`src/rtl/wam_mole_ctl.sv`:
```
// Whack-a-mole mole controller. Conditions the eight player buttons,
// raises one mole LED at a time at pseudo-random lanes, and reports
// single-cycle hit / miss pulses to the downstream score counter.
module wam_mole_ctl #(
  parameter int unsigned DEBOUNCE  = 250000,
  parameter int unsigned MOLE_TIME = 75000000,
  parameter int unsigned GAP_TIME  = 25000000,
  parameter logic [7:0]  LFSR_SEED = 8'hA5
) (
  input  logic       clk,
  input  logic       clr,
  input  logic       en,
  input  logic [7:0] btn,
  output logic [7:0] mole,
  output logic [7:0] hit,
  output logic       miss,
  output logic [2:0] lane
);

  // Counter only needs to hold DEBOUNCE-1: the flip happens on the edge it would reach DEBOUNCE.
  localparam int unsigned   CW        = (DEBOUNCE > 1) ? $clog2(DEBOUNCE) : 1;
  localparam logic [CW-1:0] DB_LAST   = CW'(DEBOUNCE - 1);
  localparam logic [31:0]   GAP_LOAD  = 32'(GAP_TIME - 1);
  localparam logic [31:0]   MOLE_LOAD = 32'(MOLE_TIME - 1);

  typedef enum logic [1:0] {
    ST_IDLE = 2'd0,
    ST_GAP  = 2'd1,
    ST_UP   = 2'd2
  } state_t;

  // Feedback bit for x^8+x^6+x^5+x^4+1 with a left-shifting register.
  function automatic logic lfsr_fb(input logic [7:0] s);
    return s[7] ^ s[5] ^ s[4] ^ s[3];
  endfunction

  logic [7:0]    sync1_q, sync1_d;
  logic [7:0]    sync2_q, sync2_d;
  logic [7:0]    db_q, db_d;
  logic [7:0]    db_dly_q, db_dly_d;
  logic [CW-1:0] cnt_q [8];
  logic [CW-1:0] cnt_d [8];
  logic [7:0]    press_evt;

  logic [7:0]    lfsr_q, lfsr_d;
  state_t        state_q, state_d;
  logic [31:0]   timer_q, timer_d;
  logic [7:0]    mole_q, mole_d;
  logic [7:0]    hit_q, hit_d;
  logic          miss_q, miss_d;
  logic [2:0]    lane_q, lane_d;
  logic [2:0]    cand;

  // Synchronise and debounce each lane; the debounced level only moves after a stable run.
  always_comb begin
    sync1_d  = btn;
    sync2_d  = sync1_q;
    db_d     = db_q;
    db_dly_d = db_q;
    for (int i = 0; i < 8; i++) begin
      cnt_d[i] = '0;
      if (sync2_q[i] != db_q[i]) begin
        if (cnt_q[i] == DB_LAST) begin
          db_d[i]  = sync2_q[i];
          cnt_d[i] = '0;
        end else begin
          cnt_d[i] = cnt_q[i] + CW'(1);
        end
      end else begin
        cnt_d[i] = '0;
      end
    end
  end

  // A press is a one-cycle rising edge of the debounced level; releases are dropped.
  assign press_evt = db_q & ~db_dly_q;

  // Free-running pseudo-random source, independent of en.
  always_comb begin
    lfsr_d = {lfsr_q[6:0], lfsr_fb(lfsr_q)};
  end

  // Next lane: LFSR low bits, nudged by one so the same lane never comes up twice in a row.
  always_comb begin
    cand = lfsr_q[2:0];
    if (lfsr_q[2:0] == lane_q) begin
      cand = lfsr_q[2:0] + 3'd1;
    end else begin
      cand = lfsr_q[2:0];
    end
  end

  // Game sequencing; a hit wins over a simultaneous timeout so miss never pairs with hit.
  always_comb begin
    state_d = state_q;
    timer_d = timer_q;
    mole_d  = mole_q;
    lane_d  = lane_q;
    hit_d   = 8'h00;
    miss_d  = 1'b0;
    if (!en) begin
      state_d = ST_IDLE;
      mole_d  = 8'h00;
      timer_d = 32'd0;
    end else begin
      case (state_q)
        ST_IDLE: begin
          state_d = ST_GAP;
          timer_d = GAP_LOAD;
          mole_d  = 8'h00;
        end
        ST_GAP: begin
          if (timer_q == 32'd0) begin
            state_d = ST_UP;
            lane_d  = cand;
            mole_d  = 8'd1 << cand;
            timer_d = MOLE_LOAD;
          end else begin
            timer_d = timer_q - 32'd1;
          end
        end
        ST_UP: begin
          if (press_evt[lane_q]) begin
            hit_d   = 8'd1 << lane_q;
            mole_d  = 8'h00;
            state_d = ST_GAP;
            timer_d = GAP_LOAD;
          end else if (timer_q == 32'd0) begin
            miss_d  = 1'b1;
            mole_d  = 8'h00;
            state_d = ST_GAP;
            timer_d = GAP_LOAD;
          end else begin
            timer_d = timer_q - 32'd1;
          end
        end
        default: begin
          state_d = ST_IDLE;
          mole_d  = 8'h00;
          timer_d = 32'd0;
        end
      endcase
    end
  end

  // All state and outputs registered; clr returns everything to its idle values.
  always_ff @(posedge clk) begin
    if (clr) begin
      sync1_q  <= 8'h00;
      sync2_q  <= 8'h00;
      db_q     <= 8'h00;
      db_dly_q <= 8'h00;
      for (int i = 0; i < 8; i++) begin
        cnt_q[i] <= '0;
      end
      lfsr_q   <= LFSR_SEED;
      state_q  <= ST_IDLE;
      timer_q  <= 32'd0;
      mole_q   <= 8'h00;
      hit_q    <= 8'h00;
      miss_q   <= 1'b0;
      lane_q   <= 3'd0;
    end else begin
      sync1_q  <= sync1_d;
      sync2_q  <= sync2_d;
      db_q     <= db_d;
      db_dly_q <= db_dly_d;
      for (int i = 0; i < 8; i++) begin
        cnt_q[i] <= cnt_d[i];
      end
      lfsr_q   <= lfsr_d;
      state_q  <= state_d;
      timer_q  <= timer_d;
      mole_q   <= mole_d;
      hit_q    <= hit_d;
      miss_q   <= miss_d;
      lane_q   <= lane_d;
    end
  end

  assign mole = mole_q;
  assign hit  = hit_q;
  assign miss = miss_q;
  assign lane = lane_q;

endmodule

```
`config.mk`:
```
export PLATFORM = sky130hd
export DESIGN_NAME = wam_mole_ctl
export DESIGN_NICKNAME = d
export VERILOG_FILES = /design/src/rtl/wam_mole_ctl.sv
export SDC_FILE = /design/constraint.sdc
export NUM_CORES = 1
export LEC_CHECK = 0
export CAP_MARGIN = 30
export CORE_MARGIN = 4
export CORE_UTILIZATION = 41
export DETAILED_ROUTE_END_ITERATION = 16
export GPL_TIMING_DRIVEN = 0
export PLACE_DENSITY_LB_ADDON = 0.12
export SLEW_MARGIN = 20
export SYNTH_ARGS = -nofsm -noshare
export SYNTH_HDL_FRONTEND = slang
export SYNTH_SLANG_ARGS = --single-unit
```
`constraint.sdc`:
```
create_clock -name clk -period 2.06 [get_ports clk]
set_input_delay 0.206 -clock clk [delete_from_list [all_inputs] [get_ports clk]]
set_output_delay 0.206 -clock clk [all_outputs]
set_load 0.05 [all_outputs]
```
==> impl_metrics.toml <==
[run_status]
status = "finished, final reports clean"

[clock_tree]
clockBufferDepth = 3
worstSkewPairLatency_ps = 530
cts_root_buf = "clkbuf_16"
ctsHtreeMaxLevel = 1
cts_tree = "built"
clock-sinks = 238
cts_made_buffers = 27
clk_pin_slew_ps = 60

[power_and_ir_drop]
p_sw_mw = 2.19
clock_power_share_pct = 48.9
vdd_drop_max_mv = 0.461
switching_share_pct = 21.6
internal_power_mw = 7.98
p_per_area_nw_per_um2 = 861
pwr-share-seq_pct = 46.4
comb_power_share_pct = 4.7
leakagePower_nw = 3.92

[global_route]
gr-usage-all-layers_pct = 14.4
overflow = 0
use_met2_pct = 23.0
antenna_found_initial = 0
busiest_layer = "met2"
first_global_vias = 6900
grtUsageMet1_pct = 20.4
met3_usage_pct = 2.60
grt_first_pass_wirelength_mm = 33.0
grt_max_degree = 14

[logic_synthesis]
async_reset_ff_share_pct = 0
mappedNetlistArea_sq_um = 9910
syn_nets = 1134
synth_seq_cells = 238
synth_ff_type = "dfxtp_1"
synth_edf_count = 0
synthDistinctLibCells = 54
synthCells = 1113
seq_area_frac_synth_pct = 48.1
syn_avg_cell_area_sq_um = 8.90
synth_warnings = 0

[place]
port_buffers = 30
hpwlAfterDp_mm = 13.1
placedCellCount = 1462
gp_congestion = 0.776
dp_slack_ps = -214

[sta]
hold_viol_final = 0
setup_viol = 0
period_share_pct = 97.2
timing.final.ws_setup_ps = 57.0
fin_worst_skew_ps = 20.9
maxSlewViolCount = 0
period_needed_ps = 2000
clock.fmax_mhz = 499
rsz0062_at_grt = "true"
worst_pin_slew_ps = 561
slew_headroom_pct = 62.5

[die]
row_count = 56
core_area_sq_um = 23600
die-area_sq_um = 26700
die_h_microns = 163
die_w_microns = 163
start_util_pct = 42.0
io_pins = 31

[setup_path]
path_class = "flop to output pin"
endpoint_kind = "output pin"
critical_path_required_ps = 1850
crit_path_cell_trace = "clkdlybuf4s50_1"
start_kind = "flop"
path_buf_inv = 1
path_max_fanout = 5
arrival_ps = 1800
slowest_stage = "clkdlybuf4s50_1"
max_stage_delay_ps = 860
cp_top_family = "buffers and inverters"

[hold_path]
hp-class = "input port to flop"

[finish]
layout-drive-gt1-share_pct = 10.6
num_antenna_cells = 0
fin_util_pct = 50.0
syn_to_final_growth_pct = 19.2
finalNonFillerCells = 1515
final_nets = 1198

[detailed_routing]
drcViolationCount = 0
post_drt_wl_per_cell_microns = 12.7
drtIter0Drc = 320
viasPerCell = 4.80
ant_nets = 0
vias = 7279
dr.pass1.iters = 5
routed_wl_mm = 19.2

[run]
cap_viol_max_count = 0
per-stage QoR:
step | total power [mW] | instance area [sq um] | setup TNS, ps | hold WS [ps]
finish | 10.2 | 11800 | 0 | 273
global placement | 5.24 | 10600 | -7810 | 393
detailed placement | 5.24 | 10600 | -6490 | 401
floorplan | 5.12 | 9910 | 0 | 334
global route | 10.6 | 11800 | -186 | 282
CTS | 10.3 | 11600 | 0 | 261
routing by layer:
layer,part of all wire (%),routed length [microns],vias up
met5,0,0,-
met4,1.9,362,0
met3,3.2,620,33
met2,43,8330,67
met1,51,9870,3333
li1,-,-,3846
repair_timing:
item	4_1_cts	5_1_grt
gates resized for setup	12	28
pin swaps	2	12
endpoints found under the setup margin	64	115
setup buffers	4	9
hold buffers	0	0
sequential cells by signal, indices dropped and copies added, names as in the netlist:
| name | count |
|---|---|
| cnt_q | 144 |
| timer_q | 32 |
| db_dly_d | 8 |
| db_dly_q | 8 |
| hit | 8 |
| lfsr_q | 8 |
| mole | 8 |
| sync1_q | 8 |
| sync2_q | 8 |
| lane | 3 |
| state_q | 2 |
| miss | 1 |
path summary, 6_finish.rpt:
check | slack (ps) | endpoint | start | cells past startpoint
worst max-delay path | 60 | lane[2] | lane[2]$_SDFFE_PP0P_ | 1
worst min-delay path | 270 | sync1_q[5]$_SDFF_PP0_ | btn[5] | 2
worst min register to register | 410 | lfsr_q[7]$_SDFF_PP1_ | lfsr_q[6]$_SDFF_PP0_ | 1
worst max register to register | 60 | mole[1]$_SDFFE_PP0P_ | timer_q[24]$_SDFF_PP0_ | 7
synth_stat cells (all sizes together), types with 8 or more instances:
cell type | n | area (sq um)
nand2 | 64 | 240
ha | 10 | 125
nand2b | 9 | 56.3
nor4 | 16 | 143
nor2 | 230 | 868
o22ai | 8 | 50.1
a21oi | 20 | 100
and3 | 16 | 100
nor2b | 28 | 175
or3 | 22 | 150
inv | 37 | 139
mux2i | 10 | 100
nor4b | 14 | 123
clkbuf | 11 | 41.3
o21ai | 19 | 103
nor3 | 33 | 170
nand4 | 27 | 175
xor2 | 75 | 657
and4 | 10 | 88.8
buf | 23 | 143
nand3 | 70 | 350
xnor2 | 90 | 788
dfxtp | 238 | 4760
cells in the final DEF, fill, tap and decap left out, types with 5 or more instances in the layout:
cell type        instances
a21oi_1                 20
nor3_2                   6
nand2_1                 62
nor4_1                   8
buf_2                   11
dfxtp_1                235
nand2b_1                 8
ha_1                     9
inv_1                   36
clkinv_2                10
nand4_1                 26
mux2i_1                 10
buf_4                   15
nand3_1                 69
and3_1                  14
nor4_4                   7
xor2_1                  75
clkbuf_1                 9
nor3_1                  27
or2_2                    5
nor4b_1                 14
xnor2_1                 90
o22ai_1                  6
bufinv_16                5
or3_1                   17
clkdlybuf4s50_1         30
o21ai_0                 15
and4_1                   9
nor2b_1                 28
nor2_1                 226
and2_1                   5
clkbuf_16               27
power groups by stage:
stage,Sequential [mW],Clock (mW),Combinational [mW]
global route,4.73,5.33,0.535
floorplan,4.81,0,0.315
global placement,4.82,0,0.418
detailed placement,4.82,0,0.418
CTS,4.72,5.14,0.448
finish,4.72,4.97,0.478
cell families (layout without fill, tap and decap cells):
| family | count (synthesis) | after routing | synth area share, % |
|---|---|---|---|
| flops | 238 | 238 | 48.1 |
| fa+ha+maj | 10 | 10 | 1.26 |
| compound gates | 57 | 57 | 3.42 |
| mux | 10 | 10 | 1.01 |
| buf+inv | 71 | 154 | 3.26 |
| xor+xnor | 165 | 165 | 14.6 |
| simple gates | 562 | 562 | 28.4 |
layout make-up:
cell class                 instances  area [sq um]
tap                              319           399
inverter                          37           139
sequential                       238          4770
clock inverter                    17           218
fill                            2284         11800
multi-input combinational        804          5000
clock buffer                      31           711
timing repair buffer              43           410
buffer                            26           164
Note: power is estimated with default switching activity, not from simulation.
